`src/rtl/icache_dm_if.sv`:
```
// Word-read handshake between the instruction cache and backing memory.
// master = cache side, slave = memory side.
interface icache_dm_if;
    logic        mem_req;
    logic [31:0] mem_addr;
    logic        mem_ack;
    logic [31:0] mem_rdata;

    modport master (
        output mem_req,
        output mem_addr,
        input  mem_ack,
        input  mem_rdata
    );

    modport slave (
        input  mem_req,
        input  mem_addr,
        output mem_ack,
        output mem_rdata
    );
endinterface

```
`src/rtl/icache_dm.sv`:
```
// Direct-mapped read-only I-cache: same-cycle hits, in-order line refill on miss.
// Define ICACHE_STATS_EN to add saturating hit_count/miss_count outputs.
module icache_dm #(
    parameter int LINES = 16,
    parameter int WORDS = 4
) (
    input  logic        clk,
    input  logic        reset,
    input  logic [31:0] pcF,
    output logic [31:0] instrF,
    output logic        stall_cache,
    input  logic        flush,
`ifdef ICACHE_STATS_EN
    output logic [31:0] hit_count,
    output logic [31:0] miss_count,
`endif
    icache_dm_if.master mem
);
    localparam int OB = $clog2(WORDS);
    localparam int IB = $clog2(LINES);
    localparam int TB = 30 - OB - IB;

    typedef enum logic {IDLE, FILL} state_e;

    state_e           state_q, state_d;
    logic [OB-1:0]    cnt_q, cnt_d;
    logic [IB-1:0]    fidx_q, fidx_d;
    logic [TB-1:0]    ftag_q, ftag_d;
    logic             pflush_q, pflush_d;
    logic [LINES-1:0] valid_q, valid_d;
    logic [TB-1:0]    tag_q  [LINES];
    logic [31:0]      data_q [LINES*WORDS];

    logic [OB-1:0] off;
    logic [IB-1:0] idx;
    logic [TB-1:0] tag;
    logic          hit, ack, last;
    logic          unused_pc;

    assign off       = pcF[OB+1:2];
    assign idx       = pcF[OB+IB+1:OB+2];
    assign tag       = pcF[31:OB+IB+2];
    assign unused_pc = ^pcF[1:0];

    assign hit  = reset && (state_q == IDLE) &&
                  valid_q[idx] && (tag_q[idx] == tag);
    assign ack  = reset && (state_q == FILL) && mem.mem_ack;
    assign last = &cnt_q;

    always_ff @(posedge clk) begin
        if (!reset) state_q <= IDLE;
        else        state_q <= state_d;
    end

    always_comb begin
        state_d = state_q;
        unique case (state_q)
            IDLE: if (!hit) state_d = FILL;
            FILL: if (mem.mem_ack && last) state_d = IDLE;
            default: state_d = IDLE;
        endcase
    end

    always_comb begin
        instrF         = hit ? data_q[{idx, off}] : 32'h0;
        stall_cache    = ~hit;
        mem.mem_req    = reset && (state_q == FILL);
        mem.mem_addr   = '0;
        if (mem.mem_req) mem.mem_addr = {ftag_q, fidx_q, cnt_q, 2'b00};
    end

    // A flush seen mid-fill is deferred so the line in flight still completes.
    always_comb begin
        cnt_d    = cnt_q;
        fidx_d   = fidx_q;
        ftag_d   = ftag_q;
        pflush_d = pflush_q;
        valid_d  = valid_q;
        if (state_q == IDLE) begin
            if (flush) valid_d = '0;
            if (!hit) begin
                cnt_d  = '0;
                fidx_d = idx;
                ftag_d = tag;
            end
        end else begin
            if (flush) pflush_d = 1'b1;
            if (mem.mem_ack) begin
                cnt_d = cnt_q + OB'(1);
                if (last) begin
                    pflush_d = 1'b0;
                    if (pflush_q || flush) valid_d = '0;
                    else                   valid_d[fidx_q] = 1'b1;
                end
            end
        end
    end

    always_ff @(posedge clk) begin
        if (!reset) begin
            cnt_q    <= '0;
            fidx_q   <= '0;
            ftag_q   <= '0;
            pflush_q <= 1'b0;
            valid_q  <= '0;
        end else begin
            cnt_q    <= cnt_d;
            fidx_q   <= fidx_d;
            ftag_q   <= ftag_d;
            pflush_q <= pflush_d;
            valid_q  <= valid_d;
        end
    end

    always_ff @(posedge clk) begin
        if (ack) begin
            data_q[{fidx_q, cnt_q}] <= mem.mem_rdata;
            if (last) tag_q[fidx_q] <= ftag_q;
        end
    end

`ifdef ICACHE_STATS_EN
    logic [31:0] hit_cnt_q, miss_cnt_q;

    always_ff @(posedge clk) begin
        if (!reset) begin
            hit_cnt_q  <= '0;
            miss_cnt_q <= '0;
        end else begin
            if (hit && !(&hit_cnt_q))
                hit_cnt_q <= hit_cnt_q + 32'd1;
            if (state_q == IDLE && !hit && !(&miss_cnt_q))
                miss_cnt_q <= miss_cnt_q + 32'd1;
        end
    end

    assign hit_count  = hit_cnt_q;
    assign miss_count = miss_cnt_q;
`endif
endmodule

```
`src/flat_wrapper.sv`:
```
// flat-port wrapper written by rule: the top's interface ports become plain ports
module icache_dm_flat 
#(
    parameter int LINES = 16,
    parameter int WORDS = 4
)
  (clk, reset, pcF, instrF, stall_cache, flush, mem_mem_req, mem_mem_addr, mem_mem_ack, mem_mem_rdata);
  icache_dm_if mem_i ();
  input  logic clk;
  input  logic reset;
  input  logic [31:0] pcF;
  output logic [31:0] instrF;
  output logic stall_cache;
  input  logic flush;
  output wire logic [$bits(mem_i.mem_req)-1:0] mem_mem_req;
  output wire logic [$bits(mem_i.mem_addr)-1:0] mem_mem_addr;
  input wire logic [$bits(mem_i.mem_ack)-1:0] mem_mem_ack;
  input wire logic [$bits(mem_i.mem_rdata)-1:0] mem_mem_rdata;
  assign mem_mem_req = mem_i.mem_req;
  assign mem_mem_addr = mem_i.mem_addr;
  assign mem_i.mem_ack = mem_mem_ack;
  assign mem_i.mem_rdata = mem_mem_rdata;
  icache_dm #(.LINES(LINES), .WORDS(WORDS)) u_core (.clk(clk), .reset(reset), .pcF(pcF), .instrF(instrF), .stall_cache(stall_cache), .flush(flush), .mem(mem_i));
endmodule
```
`config.mk`:
```
export PLATFORM = sky130hd
export DESIGN_NAME = icache_dm_flat
export DESIGN_NICKNAME = d
export VERILOG_FILES = /design/src/rtl/icache_dm_if.sv /design/src/rtl/icache_dm.sv /design/src/flat_wrapper.sv
export SDC_FILE = /design/constraint.sdc
export NUM_CORES = 2
export LEC_CHECK = 0
export BUFFER_PORTS_ARGS = -buffer_cell sky130_fd_sc_hd__buf_2
export CORE_UTILIZATION = 40
export CTS_BUF_LIST = sky130_fd_sc_hd__clkbuf_16
export CTS_CLUSTER_DIAMETER = 200
export DETAILED_ROUTE_END_ITERATION = 16
export SLEW_MARGIN = 20
export SYNTH_ARGS = -nofsm -noshare
export SYNTH_HDL_FRONTEND = slang
export SYNTH_SLANG_ARGS = --single-unit
export TNS_END_PERCENT = 10
```
`constraint.sdc`:
```
create_clock -name clk -period 9.9 [get_ports clk]
set_clock_uncertainty 0.15 [all_clocks]
set_input_delay 0.495 -clock clk [delete_from_list [all_inputs] [get_ports clk]]
set_output_delay 0.495 -clock clk [all_outputs]
set_load 0.05 [all_outputs]
```
**Yosys cells after proc, flatten, opt, wreduce, memory -nomap -nowiden**

Memory sizes are Yosys's and may differ from the RTL's.
Cells that the tools add are included.

- Register bits after elaboration: 48
- RAM bits: 2,432
- Logic and storage cells: 57
- Input bits: 68
- Memories: 2
- Output and inout bits: 66

Memory list:

| name | words | width | rd ports | clocked after Yosys merged registers in | write ports | RTL line | text |
|---|---|---|---|---|---|---|---|
| u_core.data_q | 64 | 32 | 1 | 0 | 1 | icache_dm.sv:32 | `logic [31:0] data_q [LINES*WORDS];` |
| u_core.tag_q | 16 | 24 | 1 | 0 | 1 | icache_dm.sv:31 | `logic [TB-1:0] tag_q [LINES];` |

- Order comparisons: 3
- Mux-type cells: 25
- Reduce and logical (&&, ||, !) cells: 13
- Equality and inequality tests: 4
- Bitwise gates (word level): 3
- Add/sub/neg operators: 1

Operators with widths:

| kind | count |
|---|---|
| 2-to-1 mux 16 bit | 5 |
| 2-to-1 mux 32 bit | 2 |
| == test 24 bit | 1 |
| bitwise OR 16 bit | 1 |
| 2-to-1 mux 1 bit | 12 |
| < comparator 4 x 5 -> 1 bit, second input constant | 2 |
| logical AND 1 bit | 7 |
| 2-to-1 mux 2 bit | 3 |
| AND reduction 2 bit | 3 |
| binary-select mux 1 bit (select 4 bit) | 1 |
| demux 1 bit (select 4 bit) | 1 |
| >= comparator 4 x 1 -> 1 bit, second input constant | 1 |
| != test 2 bit, second input constant | 2 |
| AND reduction 3 bit | 1 |
| adder 2 x 1 -> 2 bit, second input constant | 1 |
| != test 2 x 1 -> 1 bit, second input constant | 1 |
| NOT 1 bit | 2 |
| case mux 1 bit (2 select lines) | 1 |
| nonzero test 2 bit | 1 |
| logical OR 1 bit | 1 |

**Depth between registers and ports, before layout**

- Depth in word-level cells: 9
- Depth in mapped cells: 16
- Mapped depth without buffers: 8

**Least setup slack after synthesis**

Ideal clock, no wire load.

- Path kind: in2out
- Start: in pcF[4]
- End: out instrF[18]
- Required time: 9.255 ns
- Arrival time: 4.613 ns
- Path buffers: 5
- Slack: 4.642 ns
- Stages on the path: 13
- Cells stage by stage: buf_6 buf_6 buf_4 buf_2 mux4_2 xnor2_1 nor3_1 a2111oi_0 nand3_1 nor3_1 nand4_1 clkbuf_1 a311oi_1

- Cells in the longest elaborated chain, start to end: 5
- Elaborated cells on any way between the ends: 8
- Classes of those cells: eq/ne: 1; mux: 3; reduce/logical: 2; memory: 2

Ends and longest elaborated chain:

| element | RTL line | text |
|---|---|---|
| start: declaration | flat_wrapper.sv:11 | `input logic [31:0] pcF;` |
| branches (longest 4 deep; another with memory (16 x 24 bit)) | - |  |
| 2-to-1 mux 32 bit (*) | icache_dm.sv:65 | `instrF = hit ? data_q[{idx, off}] : 32'h0;` |
| end: declaration | flat_wrapper.sv:12 | `output logic [31:0] instrF;` |

Every way passes the cells marked *. The select of a mux whose other input is x is not followed.

**Final worst setup path**

- Start: in pcF[4]
- End: out instrF[26]

The elaborated chain is that of the path after synthesis.

==> impl_metrics.ini <==
[worst_hold_path]
hold_end = u_core.data_q[54][31]
hp-class = in2reg
hold_start = mem_mem_rdata[31]
hold_depth = 1

[detailed_routing]
route.detailed.vias_per_inst = 5.83
drc = 0
dr.first_iter.drc_count = 5040
routed_wl_mm = 239
antenna_left = 0
vias = 45700
routedWlPerCell_um = 30.5
drt_first_pass_iters = 5

[logic_synthesis]
synth_compound_area_share_pct = 1.51
synthMuxAreaShare_pct = 18.1
synthCells = 4178
synthAdderAreaFrac_pct = 0.0130
ys_seq_elements = 2480
syn_avg_cell_area_um2 = 23.0
yosysTopAreaCell = edfxtp_1
ys_warn_count = 0
synth_top_area_share_pct = 75.9
synth_simple_gate_area_share_pct = 2.05
yosys-top-cells-count = edfxtp_1 (2432), mux4_2 (731), clkbuf_1 (158), nor2_1 (116), and3_1 (72)
synth_xor_area_share_pct = 0.319
netlist_area_um2 = 96200
synth-edff-count = 2432
synthArstFlopShare_pct = 0
yosysSeqAreaShare_pct = 76.9
ys_types = 68
synth_ff_type = edfxtp_1
synth_top_family_by_area = multiplexers
synth.most_common_cell = edfxtp_1
ys_top_cells_by_area = edfxtp_1 (76%), mux4_2 (17%), dfxtp_1 (1.0%), mux2i_1 (0.73%), clkbuf_1 (0.62%)

[power_and_ir_drop]
ir_drop_mv = 0.168
p_int_mw = 16.9
power_frac_seq_pct = 54.2
leakagePower_nw = 34.2
swShare_pct = 21.6
p_switching_mw = 4.63
power_density_nw_per_um2 = 196
combPwrFrac_pct = 5.0
fin_total_pwr_mw = 21.5
pwr-share-clk_pct = 40.8

[clock_tree]
cts.sinks = 2480
clk_pin_slew_worst_paths_ns = 0.06
clock-root-buffer = clkbuf_16
hold_buffers = 24
cts_buffers = 238
clk_latency_ns = 0.87
cts_max_path_buffers = 3
cts_htree_levels = 4
cts_tree = built
cts_resized = 0
cts_setup_buffers = 0

[setup_path]
r2r_setup_slack_ns = 5.90
path_class = in2out
cp-end-kind = primary output
cpPeakStageDelay_ns = 0.72
crit_family = buffers and inverters
timing.rr.start = u_core.state_q
crit_top_cell = buf_4
worstPathMaxFanout = 56
arrival_ns = 5.74
cp.required_ns = 9.26
path_buf_inv = 4
start_kind = primary input
r2r-end = u_core.data_q[35][14]
r2r_cells = 7
cp_slowest_cell = buf_4
cp_cell_sequence = buf_8 > buf_4 > mux4_2 > mux2_2 > nor2b_1 > a2111oi_0 > a32oi_1 > nor4b_1 > nand4_1 > buf_4 > a311oi_1 > buf_2

[global_routing]
grt.total_usage_pct = 19.7
grt_pass1_vias = 46100
grt_overflow = 0
grt_pass1_wl_mm = 341
antenna_found_initial = 18
grt_max_degree = 105

[timing]
fmax_mhz = 157
drv_slew = 0
post-route-period-util_pct = 64.5
setup_viol = 0
min_period_ns = 6.39
hold_viol_final = 0
fin_setup_tns_ns = 0
rsz0062_at_grt = false
relSlewSlack_pct = 20.8
worst_slew_pin_slew_ns = 1.18

[floorplan]
core_um2 = 239000
fp.dieW_um = 492
io_pins = 134
die-area_um2 = 243000
num_rows = 179
fp.dieH_um = 492
start_util_pct = 40.3

[final_layout]
synthToLayoutAreaGrowth_pct = 13.8
layout.nets = 4534
drive_gt1_share_pct = 30.8

[place]
io_buffers = 129
dp_hpwl_mm = 126
gp_congestion = 0.795

[run_status]
status = completed

[flow_run]
cap_violations = 0
[cells by family after synthesis]
family                   after synthesis
AO/OA/AOI/OAI                        204
XOR/XNOR                              35
adder cells (fa/ha/maj)                1
buffers and inverters                247
flip-flops                          2480
multiplexers                         818
other                                  1
AND/OR/NAND/NOR                      392
[metal layers]
metal,routed length [um],vias up,global-route usage [%]
met5,15,-,0
met4,4630,2,4.44
met1,102000,25300,28.1
met3,15300,301,3.17
met2,118000,1646,32.1
li1,-,18500,-
[flip-flops by register name, indices dropped and copies added, names as in the netlist]
register         flops
u_core.pflush_q      1
u_core.state_q       1
u_core.data_q     2048
u_core.valid_q      16
u_core.tag_q       384
u_core.fidx_q        4
u_core.cnt_q         2
u_core.ftag_q       24
[worst max-delay path by stage]
stage                      start          to  cells after the start
after floorplan           pcF[4]  instrF[18]                     13
after global placement    pcF[4]  instrF[26]                     12
after detailed placement  pcF[4]  instrF[27]                     12
after CTS                 pcF[4]  instrF[27]                     12
after global routing      pcF[4]  instrF[27]                     12
final                     pcF[4]  instrF[26]                     12
[metrics by stage]
| stage | hold WS, ns | setup WS, ns | instance area [um2] | util (%) | instances |
|---|---|---|---|---|---|
| after detailed placement | 0.302 | 3.49 | 101000 | 42.5 | 7354 |
| after global routing | 0.00183 | 2.88 | 109000 | 45.9 | 7837 |
| after CTS | 0.00952 | 3.38 | 109000 | 45.8 | 7818 |
| final | 0.00576 | 3.51 | 109000 | 45.9 | 7843 |
| after floorplan | 0.281 | 4.64 | 96200 | - | 4179 |
| after global placement | 0.294 | 3.33 | 101000 | 42.5 | 7351 |
[power groups by stage]
stage	Combinational (mW)	Clock [mW]	Sequential, mW
after floorplan	0.650	0	11.8
after global placement	1.05	0	11.9
after detailed placement	1.06	0	11.9
after CTS	1.07	8.93	11.6
after global routing	1.14	9.31	11.6
final	1.07	8.77	11.6
[placed cells by master, fill, tap and decap left out, types with 8 or more instances in the layout]
cell type         n
and3_1           72
xor2_1           12
a311oi_1         14
nor2b_1          37
clkbuf_16       238
nand3_1          41
o211ai_2         20
clkinv_2         48
mux4_2          731
buf_2           100
o21ai_0          29
diode_2          11
bufinv_16        18
nor3_1           11
buf_4           136
inv_1            55
dlygate4sd3_1    35
clkinv_1         63
dfxtp_1          48
nor2_4           80
clkinv_16         8
o211ai_1         10
xnor2_1          23
mux2i_1          70
nor2_1           36
edfxtp_1       2432
nand2_1          67
a21oi_1          58
a211oi_1         22
mux2_2           16
[area by class of cell]
type                    instances  area, um2
diodes                         11       27.5
well taps                    3167       3960
fillers                     19500     129000
repair buffers                287       2180
flip-flops and latches       2480      74000
clock buffers                 238       5960
clock inverters               202       1610
inverters                       6       30.0
multi-input cells            1452      21700
Note: power is estimated with default switching activity, not from simulation.
